`src/rtl/biquad8_coeff_loader_pkg.sv`:
```
// Shared types and sizing helpers for the biquad8 coefficient loader.
// The chain length follows from the IIR sample count.
package biquad8_ctrl_pkg;

    localparam int COEFF_BITS = 18;

    typedef enum logic [1:0] {
        IDLE,
        LOAD,
        UPDATE
    } state_t;

    // Two DSPs (coeff0 and coeff1 taps) per sample, for samples 2..NSAMP-1.
    function automatic int ncoeff(input int nsamp);
        return 2 * (nsamp - 2);
    endfunction

endpackage

```
`src/rtl/biquad8_coeff_loader_if.sv`:
```
// Host-side configuration bus of the coefficient loader: shadow writes,
// commit request, and the busy/done/err status returned to the host.
interface biquad8_coeff_loader_if
    import biquad8_ctrl_pkg::*;
#(
    parameter int ABITS = 4,
    parameter int CBITS = COEFF_BITS
);
    logic [ABITS-1:0] cfg_addr;
    logic [CBITS-1:0] cfg_dat;
    logic             cfg_wr;
    logic             commit;
    logic             busy;
    logic             done;
    logic             err;

    modport master (
        output cfg_addr, cfg_dat, cfg_wr, commit,
        input  busy, done, err
    );

    modport slave (
        input  cfg_addr, cfg_dat, cfg_wr, commit,
        output busy, done, err
    );
endinterface

```
`src/rtl/biquad8_coeff_shadow.sv`:
```
// Shadow bank of B coefficients: synchronous write port and a registered
// read port whose output holds between reads.
module biquad8_coeff_shadow
    import biquad8_ctrl_pkg::*;
#(
    parameter int DEPTH = 12,
    parameter int ABITS = 4,
    parameter int CBITS = COEFF_BITS
) (
    input  logic             clk,
    input  logic             rst_n,
    input  logic             i_wr_en,
    input  logic [ABITS-1:0] i_wr_addr,
    input  logic [CBITS-1:0] i_wr_dat,
    input  logic             i_rd_en,
    input  logic [ABITS-1:0] i_rd_addr,
    output logic [CBITS-1:0] o_rd_dat
);
    logic [CBITS-1:0] r_mem [DEPTH];
    logic [CBITS-1:0] r_rd_dat;

    // Storage is deliberately left out of reset so it maps onto RAM.
    always_ff @(posedge clk) begin
        if (i_wr_en) begin
            r_mem[i_wr_addr] <= i_wr_dat;
        end
    end

    always_ff @(posedge clk) begin
        if (!rst_n) begin
            r_rd_dat <= '0;
        end else if (i_rd_en) begin
            r_rd_dat <= r_mem[i_rd_addr];
        end
    end

    assign o_rd_dat = r_rd_dat;
endmodule

```
`src/rtl/biquad8_coeff_loader.sv`:
```
// Streams the shadow bank into the DSP B1 cascade (farthest DSP first), then
// issues one coeff_update pulse so all B2 registers switch together.
module biquad8_coeff_loader
    import biquad8_ctrl_pkg::*;
#(
    parameter int NSAMP = 8,
    parameter int CBITS = COEFF_BITS
) (
    input  logic                    clk,
    input  logic                    rst_n,
    biquad8_coeff_loader_if.slave   cfg,
    output logic [CBITS-1:0]        coeff_dat_o,
    output logic                    coeff_wr_o,
    output logic                    coeff_update_o
);
    localparam int NCOEFF = ncoeff(NSAMP);
    localparam int ABITS  = $clog2(NCOEFF);

    state_t           r_state, w_state_next;
    logic [ABITS-1:0] r_cnt, w_cnt_next;
    logic             r_done, r_err;
    logic             w_busy, w_addr_ok, w_wr_en, w_rd_en, w_err_next;
    logic             w_coeff_wr, w_coeff_update;
    logic [CBITS-1:0] w_rd_dat;

    assign w_busy    = (r_state != IDLE);
    assign w_addr_ok = (int'(cfg.cfg_addr) < NCOEFF);
    assign w_wr_en   = cfg.cfg_wr && !w_busy && w_addr_ok;
    // All rejection causes collapse into one pulse on the following cycle.
    assign w_err_next = (cfg.cfg_wr && (w_busy || !w_addr_ok)) ||
                        (cfg.commit && w_busy);

    biquad8_coeff_shadow #(
        .DEPTH (NCOEFF),
        .ABITS (ABITS),
        .CBITS (CBITS)
    ) u_shadow (
        .clk       (clk),
        .rst_n     (rst_n),
        .i_wr_en   (w_wr_en),
        .i_wr_addr (cfg.cfg_addr),
        .i_wr_dat  (cfg.cfg_dat),
        .i_rd_en   (w_rd_en),
        .i_rd_addr (r_cnt),
        .o_rd_dat  (w_rd_dat)
    );

    always_ff @(posedge clk) begin
        if (!rst_n) begin
            r_state <= IDLE;
            r_cnt   <= '0;
            r_done  <= 1'b0;
            r_err   <= 1'b0;
        end else begin
            r_state <= w_state_next;
            r_cnt   <= w_cnt_next;
            r_done  <= (r_state == UPDATE);
            r_err   <= w_err_next;
        end
    end

    // The read address is the down-counter itself; the shadow's output
    // register provides the one-cycle data lag the datapath expects.
    always_comb begin
        w_state_next   = r_state;
        w_cnt_next     = r_cnt;
        w_rd_en        = 1'b0;
        w_coeff_wr     = 1'b0;
        w_coeff_update = 1'b0;
        case (r_state)
            IDLE: begin
                if (cfg.commit) begin
                    w_state_next = LOAD;
                    w_cnt_next   = ABITS'(NCOEFF - 1);
                end
            end
            LOAD: begin
                w_coeff_wr = 1'b1;
                w_rd_en    = 1'b1;
                if (r_cnt == '0) begin
                    w_state_next = UPDATE;
                end else begin
                    w_cnt_next = r_cnt - 1'b1;
                end
            end
            UPDATE: begin
                w_coeff_update = 1'b1;
                w_state_next   = IDLE;
            end
            default: begin
                w_state_next = IDLE;
            end
        endcase
    end

    assign coeff_dat_o    = w_rd_dat;
    assign coeff_wr_o     = w_coeff_wr;
    assign coeff_update_o = w_coeff_update;
    assign cfg.busy       = w_busy;
    assign cfg.done       = r_done;
    assign cfg.err        = r_err;
endmodule

```
`src/flat_wrapper.sv`:
```
// flat-port wrapper written by rule: the top's interface ports become plain ports
module biquad8_coeff_loader_flat import biquad8_ctrl_pkg::*;
#(
    parameter int NSAMP = 8,
    parameter int CBITS = COEFF_BITS
)
  (clk, rst_n, coeff_dat_o, coeff_wr_o, coeff_update_o, cfg_cfg_addr, cfg_cfg_dat, cfg_cfg_wr, cfg_commit, cfg_busy, cfg_done, cfg_err);
  biquad8_coeff_loader_if #(.ABITS(4), .CBITS(CBITS)) cfg_i ();
  input  logic clk;
  input  logic rst_n;
  output logic [CBITS-1:0] coeff_dat_o;
  output logic coeff_wr_o;
  output logic coeff_update_o;
  input wire logic [$bits(cfg_i.cfg_addr)-1:0] cfg_cfg_addr;
  input wire logic [$bits(cfg_i.cfg_dat)-1:0] cfg_cfg_dat;
  input wire logic [$bits(cfg_i.cfg_wr)-1:0] cfg_cfg_wr;
  input wire logic [$bits(cfg_i.commit)-1:0] cfg_commit;
  output wire logic [$bits(cfg_i.busy)-1:0] cfg_busy;
  output wire logic [$bits(cfg_i.done)-1:0] cfg_done;
  output wire logic [$bits(cfg_i.err)-1:0] cfg_err;
  assign cfg_i.cfg_addr = cfg_cfg_addr;
  assign cfg_i.cfg_dat = cfg_cfg_dat;
  assign cfg_i.cfg_wr = cfg_cfg_wr;
  assign cfg_i.commit = cfg_commit;
  assign cfg_busy = cfg_i.busy;
  assign cfg_done = cfg_i.done;
  assign cfg_err = cfg_i.err;
  biquad8_coeff_loader #(.NSAMP(NSAMP), .CBITS(CBITS)) u_core (.clk(clk), .rst_n(rst_n), .cfg(cfg_i), .coeff_dat_o(coeff_dat_o), .coeff_wr_o(coeff_wr_o), .coeff_update_o(coeff_update_o));
endmodule
```
`config.mk`:
```
export PLATFORM = sky130hd
export DESIGN_NAME = biquad8_coeff_loader_flat
export DESIGN_NICKNAME = d
export VERILOG_FILES = /design/src/rtl/biquad8_coeff_loader_pkg.sv /design/src/rtl/biquad8_coeff_loader_if.sv /design/src/rtl/biquad8_coeff_shadow.sv /design/src/rtl/biquad8_coeff_loader.sv /design/src/flat_wrapper.sv
export SDC_FILE = /design/constraint.sdc
export NUM_CORES = 1
export LEC_CHECK = 0
export CAP_MARGIN = 20
export CORE_ASPECT_RATIO = 1.25
export CORE_MARGIN = 5
export CORE_UTILIZATION = 40
export CTS_CLUSTER_DIAMETER = 30
export CTS_CLUSTER_SIZE = 20
export DETAILED_ROUTE_END_ITERATION = 7
export RECOVER_POWER = 50
export SYNTH_ARGS = -nofsm -noshare
export SYNTH_HDL_FRONTEND = slang
export SYNTH_HIERARCHICAL = 1
export SYNTH_SLANG_ARGS = --single-unit
```
`constraint.sdc`:
```
create_clock -name clk -period 8.5 [get_ports clk]
set_input_delay 1.275 -clock clk [delete_from_list [all_inputs] [get_ports clk]]
set_output_delay 1.275 -clock clk [all_outputs]
set_load 0.1 [all_outputs]
```
==> metrics.csv <==
metric,value,unit
status,finished with violations,
failing checks,"max-capacitance violations, max-slew violations",
Layout Area Growth over Synthesis,21.5,%
Worst IR Drop VDD,0.144,mV
Mapped Cells,524,
Synth top cells by count,"edfxtp_1 (216), mux2i_1 (48), nor2_1 (32), dfxtp_1 (26), nor2b_1 (21)",
power per cell area,281,mW/mm²
drc violations,0,
Post-synth EDFFs,216,
crit path DAT,5500,ps
post-synth top area share,69.0,%
Crit Path Max Fanout,53,
die area,0.0267,mm²
Synth warnings,6,
global-route wire length before repair,30100,µm
Hold Path Class,reg -> reg,
post-synthesis sequential element count,242,
"area leader, netlist",edfxtp_1,
maximum clock frequency,0.197,GHz
Seq pwr share,42.1,%
Num CTS Buffers,36,
initial antenna violation count,0,
syn avg cell area,17.9,µm²
"Net Count, Synth",552,
Final Skew,20.6,ps
clock slew at reported path FFs,50,ps
largest net degree at the start of global routing,54,
global-route usage over all layers,14.7,%
startpoint type of the worst setup path,flop,
register area share after synthesis,74.6,%
H-tree levels,2,
leakage power,3.72,nW
period utilisation layout,59.8,%
num rows,62,
CP Class,reg -> reg,
Antenna Cells,0,
Comb power frac,9.9,%
Clock power frac,48.0,%
P_sw,0.000763,W
sw frac,23.8,%
Slew headroom,-153,%
Mapped Area,0.00940,mm²
share of layout cells above drive strength 1,19.4,%
IO Count,49,
WL/cell,21.6,µm
IO Port Bufs,48,
unrepaired setup endpoints after global routing,false,
post-cts repair resize count,0,
CP endpoint kind,flop,
Iter 0 DRT Violations,360,
post-CTS setup buffer count,0,
HPWL after DPL,12200,µm
core area,0.0230,mm²
drt total wl,19600,µm
Clock Sinks,242,
TNS Setup,0,ps
Pint,0.00245,W
die span in y,181,µm
Nets,620,
ys async rst share,0,%
ANT nets after route,0,
final setup vio count,0,
CTS tree,built,
clk buf depth,3,
clk_lat worst skew,500,ps
Final Hold Violating Endpoints,0,
"Data required, critical path",8920,ps
RD Place Congestion,0.844,
Least-Margin Pin Slew,3800,ps
Synth cell types,44,
number of global-route vias before repair,5125,
Root Buffer,clkbuf_16,
router iterations before antenna repair,4,
GRT overflow,0,
pre-CTS setup slack,4670,ps
initial core utilization,40.8,%
Main synth FF type,edfxtp_1,
crit path time final,5080,ps
die width,147,µm
max_cap viols,1,
Max Slew Vio Count,54,
vias per inst,5.38,
worst setup margin,3420,ps
"count leader, synth",edfxtp_1,
Vias,4882,
Synth area leaders,"edfxtp_1 (69%), dfxtp_1 (5.5%), mux2i_1 (5.1%)",
hold_buf cts,0,
-- critical path, stage by stage (launching register included) --
cell and delay [ps]:
dfxtp_4 830, clkbuf_1 2710, inv_1 300, ha_1 410, nor3b_1 150, or4_1 420, a21oi_1 160
-- state kept, by name (all words and copies together) (netlist names) --
name	cells
u_core/u_shadow/r_mem	216
u_core/u_shadow/o_rd_dat	18
u_core/cfg.done	1
u_core/cfg.err	1
u_core/r_cnt	4
u_core/r_state	2
-- cells by family after synthesis --
group	synth area share, %
AO/OA/AOI/OAI	5.07
adder cells (fa/ha/maj)	0.266
buffers and inverters	2.34
flip-flops	74.6
multiplexers	11.3
AND/OR/NAND/NOR	6.50
-- cells in the final DEF (no fill, tap or decap), types with 11 or more instances in the layout --
| cell type | instances |
|---|---|
| edfxtp_1 | 216 |
| clkbuf_16 | 38 |
| a22oi_1 | 16 |
| nor2b_1 | 21 |
| clkdlybuf4s50_1 | 28 |
| dfxtp_1 | 25 |
| mux2i_1 | 48 |
| nand2_1 | 13 |
| dlygate4sd3_1 | 20 |
| o21ai_0 | 11 |
| mux4_2 | 16 |
| nor2_1 | 23 |
-- cell type report --
type / instances / area, µm²
fill: 1837 / 11600
inverter: 5 / 18.8
sequential: 242 / 7010
timing repair buffer: 54 / 522
clock buffer: 40 / 968
tap: 288 / 360
multi-input combinational: 253 / 2200
clock inverter: 26 / 332
-- power groups by stage --
stage / registers [W] / logic (W) / clock network [W]
2_1_floorplan: 0.00144 / 0.000165 / 0
3_3_place_gp: 0.00137 / 0.000310 / 0
3_5_place_dp: 0.00137 / 0.000312 / 0
4_1_cts: 0.00135 / 0.000313 / 0.00156
5_1_grt: 0.00135 / 0.000335 / 0.00162
6_report: 0.00135 / 0.000318 / 0.00154
-- worst paths after layout --
check,start,to,slack (ps),cells past startpoint
max reg2reg,u_core/r_cnt[0],u_core/r_cnt[2],3420,6
min,u_core/r_state[0],u_core/r_state[1],550,2
min reg2reg,u_core/r_state[0],u_core/r_state[1],550,2
max,u_core/r_cnt[0],u_core/r_cnt[2],3420,6
-- stage by stage --
step / hold WS, ps / instance area, µm² / util (%) / std cells / power, W
after floorplan: 500 / 9400 / - / 524 / 0.00160
after global placement: 511 / 10100 / 43.9 / 841 / 0.00168
after detailed placement: 538 / 10100 / 43.9 / 841 / 0.00169
after CTS: 544 / 11400 / 49.5 / 907 / 0.00323
after global routing: 595 / 11400 / 49.5 / 908 / 0.00331
final: 547 / 11400 / 49.5 / 908 / 0.00321
-- metal layers --
layer | GRT usage, % | vias to the layer above | share of wire [%] | routed length [µm]
li1 | - | 2230 | - | -
met2 | 25.0 | 125 | 50 | 9890
met4 | 4.18 | 0 | 1.6 | 317
met1 | 19.6 | 2499 | 44 | 8540
met3 | 2.47 | 28 | 4.3 | 846
met5 | 0 | - | 0 | 0
Power figures use the tool's default switching activity.
